`config.mk`:
```
export PLATFORM = sky130hd
export DESIGN_NAME = axi_rd_resp
export DESIGN_NICKNAME = d
export VERILOG_FILES = /design/src/rtl/axi_rd_resp.sv
export SDC_FILE = /design/constraint.sdc
export NUM_CORES = 2
export LEC_CHECK = 0
export ABC_AREA = 1
export ABC_CLOCK_PERIOD_IN_PS = 8600
export BUFFER_PORTS_ARGS = -buffer_cell sky130_fd_sc_hd__buf_2
export CAP_MARGIN = 20
export CORE_MARGIN = 2
export CORE_UTILIZATION = 61
export CTS_CLUSTER_SIZE = 30
export DETAILED_ROUTE_END_ITERATION = 10
export GPL_ROUTABILITY_DRIVEN = 0
export PLACE_DENSITY = 0.8
export SKIP_LAST_GASP = 1
export SLEW_MARGIN = 15
export SYNTH_ARGS = -nofsm -noshare
export SYNTH_HDL_FRONTEND = slang
export SYNTH_SLANG_ARGS = --single-unit
```
`constraint.sdc`:
```
create_clock -name clk -period 8.6 [get_ports clk]
set_clock_uncertainty 0.1 [all_clocks]
set_input_delay 1.72 -clock clk [delete_from_list [all_inputs] [get_ports clk]]
set_output_delay 1.72 -clock clk [all_outputs]
set_load 0.01 [all_outputs]
```
`src/rtl/axi_rd_resp.sv`:
```
// axi_rd_resp: matches AXI R beats to outstanding AR transactions by ID and forwards tagged, addressed beats.
module axi_rd_resp #(
  parameter int DEPTH  = 8,
  parameter int DATA_W = 64
) (
  input  logic                     clk,
  input  logic                     resetn,
  input  logic                     trans_wr,
  input  logic [96:0]              trans_wrdata,
  output logic                     trans_full,
  input  logic                     axi_rvalid,
  output logic                     axi_rready,
  input  logic [5:0]               axi_rid,
  input  logic [DATA_W-1:0]        axi_rdata,
  input  logic [1:0]               axi_rresp,
  input  logic                     axi_rlast,
  output logic                     rsp_valid,
  input  logic                     rsp_ready,
  output logic [DATA_W-1:0]        rsp_data,
  output logic [11:0]              rsp_tag,
  output logic [63:0]              rsp_addr,
  output logic [7:0]               rsp_beat,
  output logic                     rsp_last,
  output logic [1:0]               rsp_resp,
  output logic                     err_unexp_id,
  output logic                     err_len,
  output logic                     err_ovf,
  output logic [$clog2(DEPTH):0]   outstanding
);
  localparam int AW = $clog2(DEPTH);
  localparam int CW = AW + 1;
  logic [DEPTH-1:0] valid_q, valid_d;
  logic [5:0]  id_q [DEPTH], id_d [DEPTH];
  logic [63:0] addr_q [DEPTH], addr_d [DEPTH];
  logic [7:0]  len_q [DEPTH], len_d [DEPTH];
  logic [2:0]  size_q [DEPTH], size_d [DEPTH];
  logic [11:0] tag_q [DEPTH], tag_d [DEPTH];
  logic [7:0]  beat_cnt_q [DEPTH], beat_cnt_d [DEPTH];
  logic [AW-1:0] order_q [DEPTH], order_d [DEPTH];
  logic [CW-1:0] cnt_q, cnt_d, new_order;
  logic rsp_valid_q, rsp_valid_d, rsp_last_q, rsp_last_d;
  logic [DATA_W-1:0] rsp_data_q, rsp_data_d;
  logic [11:0] rsp_tag_q, rsp_tag_d;
  logic [63:0] rsp_addr_q, rsp_addr_d;
  logic [7:0]  rsp_beat_q, rsp_beat_d;
  logic [1:0]  rsp_resp_q, rsp_resp_d;
  logic err_unexp_id_q, err_unexp_id_d, err_len_q, err_len_d, err_ovf_q, err_ovf_d;
  logic hit, acc, match, at_len, free, alloc;
  logic [AW-1:0] hit_idx, slot;
  logic unused_rsvd;
  assign unused_rsvd = ^trans_wrdata[96:93];
  assign trans_full = cnt_q == CW'(DEPTH);
  assign axi_rready = ~rsp_valid_q | rsp_ready;
  always_comb begin
    valid_d = valid_q;
    id_d = id_q;
    addr_d = addr_q;
    len_d = len_q;
    size_d = size_q;
    tag_d = tag_q;
    beat_cnt_d = beat_cnt_q;
    order_d = order_q;
    hit = 1'b0;
    hit_idx = '0;
    for (int i = 0; i < DEPTH; i++)
      if (valid_q[i] && id_q[i] == axi_rid && order_q[i] == '0) begin
        hit = 1'b1;
        hit_idx = AW'(i);
      end
    acc = axi_rvalid & axi_rready;
    match = acc & hit;
    at_len = beat_cnt_q[hit_idx] == len_q[hit_idx];
    free = match & (axi_rlast | at_len);
    alloc = trans_wr & ~trans_full;
    slot = '0;
    for (int i = DEPTH - 1; i >= 0; i--)
      if (!valid_q[i]) slot = AW'(i);
    // Queue position among same-ID survivors; an entry freed this cycle no longer counts.
    new_order = '0;
    for (int i = 0; i < DEPTH; i++)
      if (valid_q[i] && id_q[i] == trans_wrdata[80:75] && !(free && AW'(i) == hit_idx))
        new_order = new_order + CW'(1);
    if (match) beat_cnt_d[hit_idx] = beat_cnt_q[hit_idx] + 8'd1;
    if (free) begin
      valid_d[hit_idx] = 1'b0;
      for (int i = 0; i < DEPTH; i++)
        if (valid_q[i] && id_q[i] == axi_rid && order_q[i] != '0)
          order_d[i] = order_q[i] - AW'(1);
    end
    if (alloc) begin
      valid_d[slot] = 1'b1;
      addr_d[slot] = trans_wrdata[63:0];
      len_d[slot] = trans_wrdata[71:64];
      size_d[slot] = trans_wrdata[74:72];
      id_d[slot] = trans_wrdata[80:75];
      tag_d[slot] = trans_wrdata[92:81];
      beat_cnt_d[slot] = 8'd0;
      order_d[slot] = AW'(new_order);
    end
    cnt_d = cnt_q + CW'(alloc) - CW'(free);
    rsp_valid_d = match | (rsp_valid_q & ~rsp_ready);
    rsp_data_d = match ? axi_rdata : rsp_data_q;
    rsp_tag_d = match ? tag_q[hit_idx] : rsp_tag_q;
    rsp_addr_d = match ? addr_q[hit_idx] + (64'(beat_cnt_q[hit_idx]) << size_q[hit_idx]) : rsp_addr_q;
    rsp_beat_d = match ? beat_cnt_q[hit_idx] : rsp_beat_q;
    rsp_last_d = match ? free : rsp_last_q;
    rsp_resp_d = match ? axi_rresp : rsp_resp_q;
    err_unexp_id_d = acc & ~hit;
    err_len_d = match & (axi_rlast ^ at_len);
    err_ovf_d = trans_wr & trans_full;
  end
  always_ff @(posedge clk or negedge resetn)
    if (!resetn) begin
      valid_q <= '0;
      for (int i = 0; i < DEPTH; i++) begin
        id_q[i] <= '0;
        addr_q[i] <= '0;
        len_q[i] <= '0;
        size_q[i] <= '0;
        tag_q[i] <= '0;
        beat_cnt_q[i] <= '0;
        order_q[i] <= '0;
      end
      cnt_q <= '0;
      rsp_valid_q <= 1'b0;
      rsp_data_q <= '0;
      rsp_tag_q <= '0;
      rsp_addr_q <= '0;
      rsp_beat_q <= '0;
      rsp_last_q <= 1'b0;
      rsp_resp_q <= '0;
      err_unexp_id_q <= 1'b0;
      err_len_q <= 1'b0;
      err_ovf_q <= 1'b0;
    end else begin
      valid_q <= valid_d;
      id_q <= id_d;
      addr_q <= addr_d;
      len_q <= len_d;
      size_q <= size_d;
      tag_q <= tag_d;
      beat_cnt_q <= beat_cnt_d;
      order_q <= order_d;
      cnt_q <= cnt_d;
      rsp_valid_q <= rsp_valid_d;
      rsp_data_q <= rsp_data_d;
      rsp_tag_q <= rsp_tag_d;
      rsp_addr_q <= rsp_addr_d;
      rsp_beat_q <= rsp_beat_d;
      rsp_last_q <= rsp_last_d;
      rsp_resp_q <= rsp_resp_d;
      err_unexp_id_q <= err_unexp_id_d;
      err_len_q <= err_len_d;
      err_ovf_q <= err_ovf_d;
    end
  assign rsp_valid = rsp_valid_q;
  assign rsp_data = rsp_data_q;
  assign rsp_tag = rsp_tag_q;
  assign rsp_addr = rsp_addr_q;
  assign rsp_beat = rsp_beat_q;
  assign rsp_last = rsp_last_q;
  assign rsp_resp = rsp_resp_q;
  assign err_unexp_id = err_unexp_id_q;
  assign err_len = err_len_q;
  assign err_ovf = err_ovf_q;
  assign outstanding = cnt_q;
endmodule

```
# Word level (Yosys, flattened, before mapping)
# Cells that the tools add are included.
# classes
n_mux,83
n_addsub,19
eq_ne,25
shifts,1
reduce_logical,77
bitwise_logic,23
order_cmp,8
# ops
operator,count
$bwmux W512,1
$mux W64,5
$bmux W64 S3,1
$demux W64 S3,1
$bwmux W64,2
$bwmux W96,1
$eq A6 B6 Y1,16
$mux W3,32
$add A64 B64 Y64,1
$and A64 B64 Y64,1
$mux W8,8
$not A64 Y64,1
$shl A8 B3 Y64,1
$logic_and A1 B1 Y1,52
$bmux W8 S3,2
$bwmux W24,2
$bwmux W48,1
$demux W8 S3,2
$mux W24,2
$bmux W12 S3,1
$demux W12 S3,1
$mux W12,3
$logic_not A3 Y1,9
$reduce_bool A3 Y1,8
other kinds (30),82
# totals
elab_cells,304
reg_bits,999
out_inout_bits,161

# Depth between registers and ports, before layout
# depth
word_depth,37
ltp_mapped,59
depth_no_buf,55

# Worst setup path after synthesis
# Ideal clock, no wire load.
# synth_timing
path_kind,input -> register
startpoint,input axi_rid[2]
endpoint,register order_q[2] in the netlist's numbering
path_stages,48
arrival_ns,8.551
path_slack_ns,-0.117
setup_ns,0.066
cell_sequence,buf_4 -> xor2_1 -> nor2_1 -> nand4_4 -> nand2_4 -> inv_4 -> nand2_4 -> o21ai_4 -> nand2_4 -> buf_6 -> buf_6 -> buf_4 -> buf_4 -> nor2_1 -> o41ai_1 -> xor2_1 -> nor3_1 -> nand2_1 -> [... 12 more ...] -> nand2_1 -> and2_1 -> ha_1 -> or2_2 -> nand2_1 -> nand2_1 -> nand3_1 -> nand2_1 -> ha_1 -> or2_2 -> and2_1 -> ha_1 -> nand2_1 -> nand3_1 -> nand2_1 -> xor2_2 -> nand3_1 -> nand2_1
# synth_lines
element,line,rtl
from (decl),13,"input logic [5:0] axi_rid,"
to (signal assigned),143,order_q <= order_d;
to (decl),39,"logic [AW-1:0] order_q [DEPTH], order_d [DEPTH];"

==> results.sh <==
export IMPL_outcome="completed"
export IMPL_clk_latency_ns=0.67
export IMPL_p_sw_uw=8620
export IMPL_clockBufferDepth=3
export IMPL_h_tree_depth=3
export IMPL_grt_max_degree=195
export IMPL_ir_drop_v=0.000216
export IMPL_ys_types=71
export IMPL_num_vias=42900
export IMPL_arrival_ns=8.77
export IMPL_swShare_pct=41.6
export IMPL_cpPeakStageDelay_ns=0.31
export IMPL_die_h_um=284
export IMPL_diodes=0
export IMPL_period_needed_ns=8.26
export IMPL_synth_edf_count=0
export IMPL_end_kind="register"
export IMPL_drtIter0Drc=4755
export IMPL_die_width_um=284
export IMPL_first_pass_iters=6
export IMPL_whs_ns=0.371
export IMPL_critical_path_top_delay_family="simple AND/OR/NAND/NOR gates"
export IMPL_synth_warnings=0
export IMPL_synth_top_area_share_pct=52.1
export IMPL_synth_simple_area_share_pct=23.1
export IMPL_worst_hold_path_endpoint="rsp_data[12]"
export IMPL_holdPathStages=2
export IMPL_synthFlopType="dfrtp_1"
export IMPL_r2r_slack_ns=1.10
export IMPL_crit_type="in -> reg"
export IMPL_reg2reg_from="order_q[15]"
export IMPL_finalHoldViolations=0
export IMPL_synthMuxAreaShare_pct=0
export IMPL_cts_buffers=101
export IMPL_setup_violations=0
export IMPL_start_util_pct=61.8
export IMPL_cap_violations=0
export IMPL_wire_per_inst_um=19.5
export IMPL_ff2ff_path_depth=47
export IMPL_path_common_cell="nand2_1"
export IMPL_clkTransAtPathRegs_ns=0.06
export IMPL_cts_sinks=999
export IMPL_area_growth_pct=13.8
export IMPL_cts_root_buffer="clkbuf_16"
export IMPL_worstPathMaxFanout=14
export IMPL_p_int_uw=12100
export IMPL_ant_nets=0
export IMPL_io_buffers=331
export IMPL_ctsHoldBuffers=0
export IMPL_cp_required_ns=9.11
export IMPL_critical_path_slowest_cell="a221o_1"
export IMPL_fin_crit_sh_pct=96.1
export IMPL_die_area_um2=80800
export IMPL_synth_compound_area_share_pct=15.6
export IMPL_avgSynthCellArea_um2=8.20
export IMPL_p_comb_share_pct=39.6
export IMPL_netlist_top_cells_area="dfrtp_1 (52%), nand2_1 (15%), o21ai_0 (9.3%)"
export IMPL_synthXorXnorAreaFrac_pct=1.40
export IMPL_worstMarginPinSlew_ns=1.15
export IMPL_n_fill_cell=5975
export IMPL_yosys_register_bits=999
export IMPL_clockPowerShare_pct=22.4
export IMPL_critPathLaunchType="primary input"
export IMPL_cts_tree="yes"
export IMPL_synth_seq_area_share_pct=52.1
export IMPL_grt_overflow_total=0
export IMPL_yosysTopAreaCell="dfrtp_1"
export IMPL_pwr_density_cell_nw_per_um2=380
export IMPL_seq_power_share_pct=38.0
export IMPL_via_per_inst=5.93
export IMPL_hold_path_startpoint="rsp_data[12]"
export IMPL_syn_area_um2=47900
export IMPL_totalWireLength_mm=141
export IMPL_synthAdderAreaFrac_pct=1.28
export IMPL_postSynthCellCount=5849
export IMPL_dp_hpwl_mm=87.6
export IMPL_fp_coreArea_um2=77600
export IMPL_rr_endpoint="order_q[5]"
export IMPL_p_leak_uw=0.0274
export IMPL_antenna_found_initial=2
export IMPL_grt_pass1_wl_mm=223
export IMPL_rows=102
export IMPL_drive_above_1_share_pct=14.5
export IMPL_power_uw=20700
export IMPL_grt_pass1_vias=41200
export IMPL_async_flop_share_pct=100
export IMPL_route_detailed_drc=0
export IMPL_synth_top_family_by_area="simple AND/OR/NAND/NOR gates"
export IMPL_fin_setup_tns_ns=0
export IMPL_worst_path_buf_inv=10
export IMPL_syn_num_nets=6072
export IMPL_pin_count=336
export IMPL_maxSlewViolCount=0
export IMPL_track_usage_pct=34.5
export IMPL_max_slew_margin_pct=23.6
export IMPL_fmax_mhz=121
export IMPL_hold_class="reg -> reg"
export IMPL_nets=6327
==> routing by layer <==
metal / vias up / global-route usage, % / part of all wire (%)
met5: - / 0 / 0.0092
met4: 2 / 14.9 / 4.5
met3: 411 / 6.00 / 9.2
met2: 2258 / 55.1 / 46
met1: 20500 / 46.8 / 40
li1: 19700 / - / -
==> flip-flops by register name (all words and copies together), names as in the netlist <==
register	flops
err_len	1
rsp_last	1
rsp_valid	1
rsp_tag	12
addr_q	512
id_q	48
order_q	24
size_q	24
err_ovf	1
outstanding	4
err_unexp_id	1
beat_cnt_q	64
rsp_addr	64
len_q	64
rsp_data	64
rsp_beat	8
tag_q	96
valid_q	8
rsp_resp	2
==> worst max path at each step <==
stage                from  slack, ns  cells past startpoint           to
4_1_cts        axi_rid[2]       0.14                     47   order_q[2]
6_report       axi_rid[2]       0.34                     48   order_q[5]
2_1_floorplan  axi_rid[4]      0.001                     50   order_q[2]
3_5_place_dp   axi_rid[2]      -0.54                     47   order_q[2]
3_3_place_gp   axi_rid[3]      -0.36                     53   order_q[2]
5_1_grt        axi_rid[4]      -0.08                     53  order_q[17]
==> power groups by stage <==
stage | clock network [uW] | logic, uW | registers [uW]
2_1_floorplan | 0 | 5340 | 7720
3_3_place_gp | 0 | 7660 | 7800
3_5_place_dp | 0 | 7930 | 7870
6_report | 4650 | 8200 | 7880
5_1_grt | 4880 | 9160 | 8080
4_1_cts | 4680 | 8030 | 7830
==> tightest hold or removal path: stages (launching register included) <==
cell and delay, ns:
dfrtp_1 0.33, nand2_1 0.05, nand2_1 0.05
==> synthesized netlist by cell type (all sizes together), types with 9 or more instances <==
cell	count
a21oi	122
a221oi	54
a22o	14
a32o	9
buf	98
clkbuf	233
dfrtp	999
ha	46
inv	417
nand2	1940
nand3	206
nand3b	9
nand4	67
nor2	346
nor3	26
o211ai	53
o21ai	958
o221a	15
o221ai	27
o22ai	28
or2	52
xnor2	27
xor2	46
==> cell families after synthesis <==
| kind of cell | after synthesis |
|---|---|
| AO/OA/AOI/OAI | 1318 |
| XOR/XNOR | 73 |
| AND/OR/NAND/NOR | 2658 |
| adder cells (fa/ha/maj) | 48 |
| buffers and inverters | 753 |
| flip-flops | 999 |
==> placed cells by master, fill, tap and decap left out, drive strengths merged, types with 52 or more instances in the layout <==
| cell | synthesis | layout |
|---|---|---|
| buf | 98 | 481 |
| a221oi | 54 | 54 |
| inv | 417 | 422 |
| nor2 | 346 | 346 |
| clkbuf | 233 | 135 |
| or2 | 52 | 52 |
| o21ai | 958 | 958 |
| o211ai | 53 | 53 |
| a21oi | 122 | 122 |
| nand2 | 1940 | 1941 |
| dfrtp | 999 | 999 |
| nand3 | 206 | 206 |
| nand4 | 67 | 67 |
==> cell type report <==
class                      instances  area, um^2  share of cell area (%)
tap                             1040        1300                    2.39
sequential                       999       25000                    45.8
timing repair buffer             482        3030                    5.56
clock buffer                     134        2890                    5.30
multi-input combinational       4098       20100                    36.8
inverter                         422        1610                    2.94
clock inverter                    53         663                    1.22
==> metrics by stage <==
step / util (%) / area, um^2 / instances / setup slack, ns
after detailed placement: 65.4 / 50700 / 7031 / -0.544
after floorplan: - / 48000 / 5849 / 0.00127
after global placement: 65.4 / 50700 / 7031 / -0.358
after CTS: 70.0 / 54300 / 7218 / 0.144
after global routing: 70.3 / 54600 / 7228 / -0.0845
final: 70.3 / 54600 / 7228 / 0.338
==> repair_timing <==
item,4_1_cts,5_1_grt
resized for setup,0,30
setup endpoints to repair,0,16
buffers inserted,0,8
(Power assumes the default switching activity.)
